<file path="src/rtl/cmn_dsp_vrp_fifo.sv">
// Routes one input stream to WIDTH outputs, each buffered by its own DEPTH-entry FIFO.
// Optional zero-latency bypass into an empty, ready output: define CMN_DSP_VRP_BYPASS_EN.
module cmn_dsp_vrp_fifo #(
   parameter int WIDTH     = 4,
   parameter int PLD_WIDTH = 32,
   parameter int DEPTH     = 2,
   localparam int IDX_W    = $clog2(WIDTH),
   localparam int CNT_W    = $clog2(DEPTH) + 1
) (
   input  logic                 clk,
   input  logic                 rst_n,
   input  logic                 vld_s,
   output logic                 rdy_s,
   input  logic [PLD_WIDTH-1:0] pld_s,
   input  logic [IDX_W-1:0]     dst_s,
   output logic [WIDTH-1:0]     v_vld_m,
   input  logic [WIDTH-1:0]     v_rdy_m,
   output logic [PLD_WIDTH-1:0] v_pld_m [WIDTH],
   output logic [WIDTH-1:0]     v_full,
   output logic                 drop_err
);

   localparam int PTR_W = $clog2(DEPTH);

   logic [PTR_W-1:0]     wr_ptr  [WIDTH];
   logic [PTR_W-1:0]     rd_ptr  [WIDTH];
   logic [CNT_W-1:0]     cnt     [WIDTH];
   logic [CNT_W-1:0]     cnt_nxt [WIDTH];
   logic [PLD_WIDTH-1:0] mem     [WIDTH][DEPTH];
   logic [WIDTH-1:0]     full_q;
   logic [WIDTH-1:0]     hit;
   logic [WIDTH-1:0]     byp;
   logic [WIDTH-1:0]     push;
   logic [WIDTH-1:0]     pop;
   logic                 in_range;
   logic                 sel_full;

   // Out-of-range destinations select no FIFO, so they are always accepted (and dropped).
   always_comb begin
      in_range = 1'b0;
      sel_full = 1'b0;
      for (int i = 0; i < WIDTH; i++) begin
         if (dst_s == IDX_W'(i)) begin
            in_range = 1'b1;
            sel_full = full_q[i];
         end
      end
   end

   assign rdy_s  = ~sel_full;
   assign v_full = full_q;

   always_comb begin
      hit  = '0;
      byp  = '0;
      push = '0;
      pop  = '0;
      for (int i = 0; i < WIDTH; i++) begin
         hit[i] = vld_s && (dst_s == IDX_W'(i));
`ifdef CMN_DSP_VRP_BYPASS_EN
         byp[i] = hit[i] && (cnt[i] == '0) && v_rdy_m[i];
`endif
         push[i]    = hit[i] && !full_q[i] && !byp[i];
         pop[i]     = (cnt[i] != '0) && v_rdy_m[i];
         cnt_nxt[i] = cnt[i] + CNT_W'(push[i]) - CNT_W'(pop[i]);
      end
   end

   always_comb begin
      for (int i = 0; i < WIDTH; i++) begin
         v_vld_m[i] = (cnt[i] != '0) || byp[i];
         v_pld_m[i] = mem[i][rd_ptr[i]];
`ifdef CMN_DSP_VRP_BYPASS_EN
         if (byp[i]) v_pld_m[i] = pld_s;
`endif
      end
   end

   always_ff @(posedge clk) begin
      if (!rst_n) begin
         for (int i = 0; i < WIDTH; i++) begin
            wr_ptr[i] <= '0;
            rd_ptr[i] <= '0;
            cnt[i]    <= '0;
         end
         full_q   <= '0;
         drop_err <= 1'b0;
      end else begin
         for (int i = 0; i < WIDTH; i++) begin
            if (push[i]) wr_ptr[i] <= wr_ptr[i] + PTR_W'(1);
            if (pop[i])  rd_ptr[i] <= rd_ptr[i] + PTR_W'(1);
            cnt[i]    <= cnt_nxt[i];
            full_q[i] <= (cnt_nxt[i] == CNT_W'(DEPTH));
         end
         drop_err <= vld_s && !in_range;
      end
   end

   // Payload storage carries no reset; occupancy alone decides what is visible.
   always_ff @(posedge clk) begin
      for (int i = 0; i < WIDTH; i++) begin
         if (push[i]) mem[i][wr_ptr[i]] <= pld_s;
      end
   end

endmodule

</file>
<file path="config.mk">
export PLATFORM = sky130hd
export DESIGN_NAME = cmn_dsp_vrp_fifo
export DESIGN_NICKNAME = d
export VERILOG_FILES = /design/src/rtl/cmn_dsp_vrp_fifo.sv
export SDC_FILE = /design/constraint.sdc
export NUM_CORES = 1
export LEC_CHECK = 0
export CORE_ASPECT_RATIO = 1.4
export CORE_UTILIZATION = 48
export CTS_CLUSTER_DIAMETER = 100
export DETAILED_ROUTE_END_ITERATION = 16
export PLACE_DENSITY = 0.76
export SYNTH_ARGS = -nofsm -noshare
export SYNTH_HDL_FRONTEND = slang
export SYNTH_SLANG_ARGS = --single-unit
</file>
<file path="constraint.sdc">
create_clock -name clk -period 2.9 [get_ports clk]
set_clock_uncertainty 0.05 [all_clocks]
set_input_delay 0.58 -clock clk [delete_from_list [all_inputs] [get_ports clk]]
set_output_delay 0.58 -clock clk [all_outputs]
set_load 0.02 [all_outputs]
</file>
==> run_results.csv <==
group,metric,value,unit
timing,slew_violations,0,
yosys,seq_area_frac_synth,77.5,%
power,p_int,7.58,mW
timing,worst_pin_slew,0.734,ns
die,io_pins,179,
global_route,antenna_found_initial,0,
critical_path,slowest_delay,0.57,ns
clock_tree,h-tree-depth,1,
global_route,grt_pass1_wl,32.0,mm
cells_and_area,final_layout_size_suffix_gt1_share,13.3,%
timing,fmax,352,MHz
timing,finalCriticalPeriod,2.84,ns
yosys,ys.warnings.count,0,
placed_design,dpl.hpwl,14.3,mm
power,p_leak,4.64,nW
power,total_power,10.3,mW
placed_design,dp_worst_setup_slack,-0.00170,ns
die,initial_core_util,49.3,%
critical_path,crit_fanout,9,
clock_tree,cts_root_buf,"clkbuf_16",
critical_path,crit_buf_inv,2,
critical_path,startpoint_type,"register",
global_route,grt_usage,19.2,%
clock_tree,cts_resized,1,
route,dr.pass1.iters,4,
hold_path,worstHoldPathType,"reg2reg",
clock_tree,clk_latency,0.52,ns
die,die_y,177,microns
route,drt_iter0_drc,284,
timing,grt_setup_unrepaired,"no",
cells_and_area,multiInputGateArea,2170,sq um
power,seqPwrFrac,45.4,%
placed_design,dp.cells,966,
placed_design,portBuffers,178,
yosys,synth.cell_area,10500,sq um
cells_and_area,seqCellArea,8130,sq um
cells_and_area,diodes,0,
clock_tree,post_cts_buffers,0,
route,drt-total-wl,21.6,mm
yosys,synth_seq_cells,277,
critical_path,cpLargestDelayFamily,"buffers and inverters",
route,drc,0,
critical_path,endpoint_kind,"primary output",
route,vias,5325,
power,netSwitchingPower,2.76,mW
route,drt.antenna.violating_nets,0,
placed_design,placedInstanceArea,12700,sq um
clock_tree,cts_hold_buffers,0,
global_route,grt_pass1_vias,5672,
global_route,grt_max_degree,35,
yosys,synth_cell_types,27,
power,power.density,763,nW/um^2
flow_run,maxCapViolations,0,
clock_tree,cts_buffers,25,
cells_and_area,fillers,1486,
clock_tree,clkTransAtPathRegs,0.07,ns
die,core.rowCount,63,
power,ir_worst_vdd,0.540,mV
timing,hold_violations,0,
power,swShare,26.7,%
placed_design,gp_congestion,0.747,
clock_tree,clk_path_buf_depth,3,
status,status,"finished clean",
critical_path,crit_type,"reg2out",
yosys,postSynthAreaPerCell,20.2,sq um
die,core,21300,sq um
power,clkPwrFrac,31.3,%
global_route,grt-ovfl-total,0,
route,viasPerCell,5.26,
timing,setup_viol,0,
yosys,syn_nets,569,
clock_tree,cts.sinks,277,
power,combPwrFrac,23.3,%
critical_path,critPathArrivalTime,2.21,ns
cells_and_area,final_cell_area,13500,sq um
die,dieArea,22500,sq um
timing,setup_slack,0.0618,ns
die,die_w,127,microns
cells_and_area,area_growth_syn_to_layout,29.2,%
cells_and_area,fin_nets,782,
yosys,synth_cells,520,
critical_path,worstPathRequired,2.27,ns
cells_and_area,layout.cells.non_filler,1012,
timing,period_share,97.9,%
timing,slew_headroom,50.9,%
critical_path,worstPathCellList,"buf_4 > mux2_1 > clkdlybuf4s50_1",
critical_path,cpMaxStageDelayCell,"clkdlybuf4s50_1",
route,drt-wirelength-per-cell,21.4,microns
clock_tree,cts_tree,"yes",
metal layers:
metal  wire, microns  global-route usage, %  part of all wire [%]
met4             576                   6.65                   2.7
met3            1020                   3.05                   4.7
met2           11900                   36.6                    55
met1            8160                   21.5                    38
met5               0                      0                     0
worst register-to-register path, delay by kind of cell, from the launching register on:
family	cells	cell delay (ns)
flops	1	0.35
mux	1	0.12
simple gates	1	0.35
fa+ha+maj	2	0.59
compound gates	1	0.35
buf+inv	2	0.13
flip-flops by register name, summed over array words and instances (netlist names):
| register | count |
|---|---|
| mem | 256 |
| cnt | 8 |
| wr_ptr | 4 |
| v_full | 4 |
| drop_err | 1 |
| rd_ptr | 4 |
per-stage QoR:
stage	TNS [ns]	util (%)	hold slack, ns
floorplan	0	-	0.401
global placement	-0.0132	59.8	0.435
detailed placement	-0.00170	59.8	0.465
CTS	0	63.6	0.476
global route	0	63.6	0.498
finish	0	63.6	0.478
path summary, 6_finish.rpt:
check / endpoint / depth (start not counted) / slack, ns / from
worst max-delay path: v_pld_m[41] / 3 / 0.06 / rd_ptr[2]
worst min-delay path: wr_ptr[2] / 2 / 0.48 / wr_ptr[2]
worst max register to register: v_full[3] / 7 / 0.89 / cnt[3][1]
worst min register to register: wr_ptr[2] / 2 / 0.48 / wr_ptr[2]
power groups by stage:
| stage | combinational [mW] | clock, mW | sequential, mW |
|---|---|---|---|
| final | 2.41 | 3.24 | 4.69 |
| after global routing | 2.54 | 3.43 | 4.72 |
| after CTS | 2.45 | 3.30 | 4.69 |
| after detailed placement | 2.44 | 0 | 4.78 |
| after global placement | 2.38 | 0 | 4.77 |
| after floorplan | 1.38 | 0 | 4.75 |
layout make-up:
cell class / count / area share, %
Timing Repair Buffer: 205 / 15.2
Multi-Input combinational cell: 212 / 16.0
Clock inverter: 14 / 1.03
Clock buffer: 32 / 4.96
Sequential cell: 277 / 60.0
Inverter: 12 / 0.333
Tap cell: 260 / 2.40
Yosys cell counts:
library cell	number	area share (%)
nand2b_1	7	0.42
nand3b_1	4	0.29
nand4b_1	1	0.084
xnor2_1	4	0.33
buf_2	5	0.24
inv_1	12	0.43
mux2_1	116	12
edfxtp_1	258	74
or2_2	4	0.24
and2_1	7	0.42
nor4b_4	1	0.23
or2b_1	3	0.21
nor2b_1	3	0.18
nor3b_2	2	0.24
o21a_1	3	0.21
nand2_1	12	0.43
o21ai_0	1	0.048
and4bb_4	2	0.31
dfxtp_1	19	3.6
mux2_2	12	1.3
nor2_1	2	0.072
ha_1	8	0.95
conb_1	1	0.036
or3b_1	4	0.33
mux4_2	1	0.21
buf_6	14	1.5
mux2i_1	14	1.3
cell usage in the layout (no fill, tap or decap), types with 2 or more instances in the layout:
cell type / netlist / final
nand2_1: 12 / 12
and2_1: 7 / 4
mux2i_1: 14 / 14
xnor2_1: 4 / 4
bufinv_16: 0 / 2
or2_2: 4 / 4
and4bb_4: 2 / 2
buf_12: 0 / 6
clkbuf_16: 0 / 25
nor2b_4: 0 / 3
buf_4: 0 / 21
clkinvlp_4: 0 / 4
nand2b_1: 7 / 7
and2_2: 0 / 3
mux2_2: 12 / 12
o21a_1: 3 / 3
inv_1: 12 / 12
clkbuf_8: 0 / 2
clkinv_4: 0 / 2
ha_1: 8 / 8
nor3b_2: 2 / 2
mux2_1: 116 / 116
dfxtp_2: 0 / 3
edfxtp_1: 258 / 258
nor2_4: 0 / 2
clkinv_2: 0 / 4
clkdlybuf4s50_1: 0 / 177
or2b_1: 3 / 3
dfxtp_1: 19 / 16
nand3b_1: 4 / 4
clkbuf_1: 0 / 5
or3b_1: 4 / 4
kinds of logic after synthesis:
family	Yosys count	synth area share [%]
simple gates	52	3.45
flops	277	77.5
fa+ha+maj	8	0.954
mux	143	15.3
compound gates	4	0.262
xor+xnor	4	0.334
buf+inv	31	2.17
other cells	1	0.0358
(Power assumes the default switching activity.)
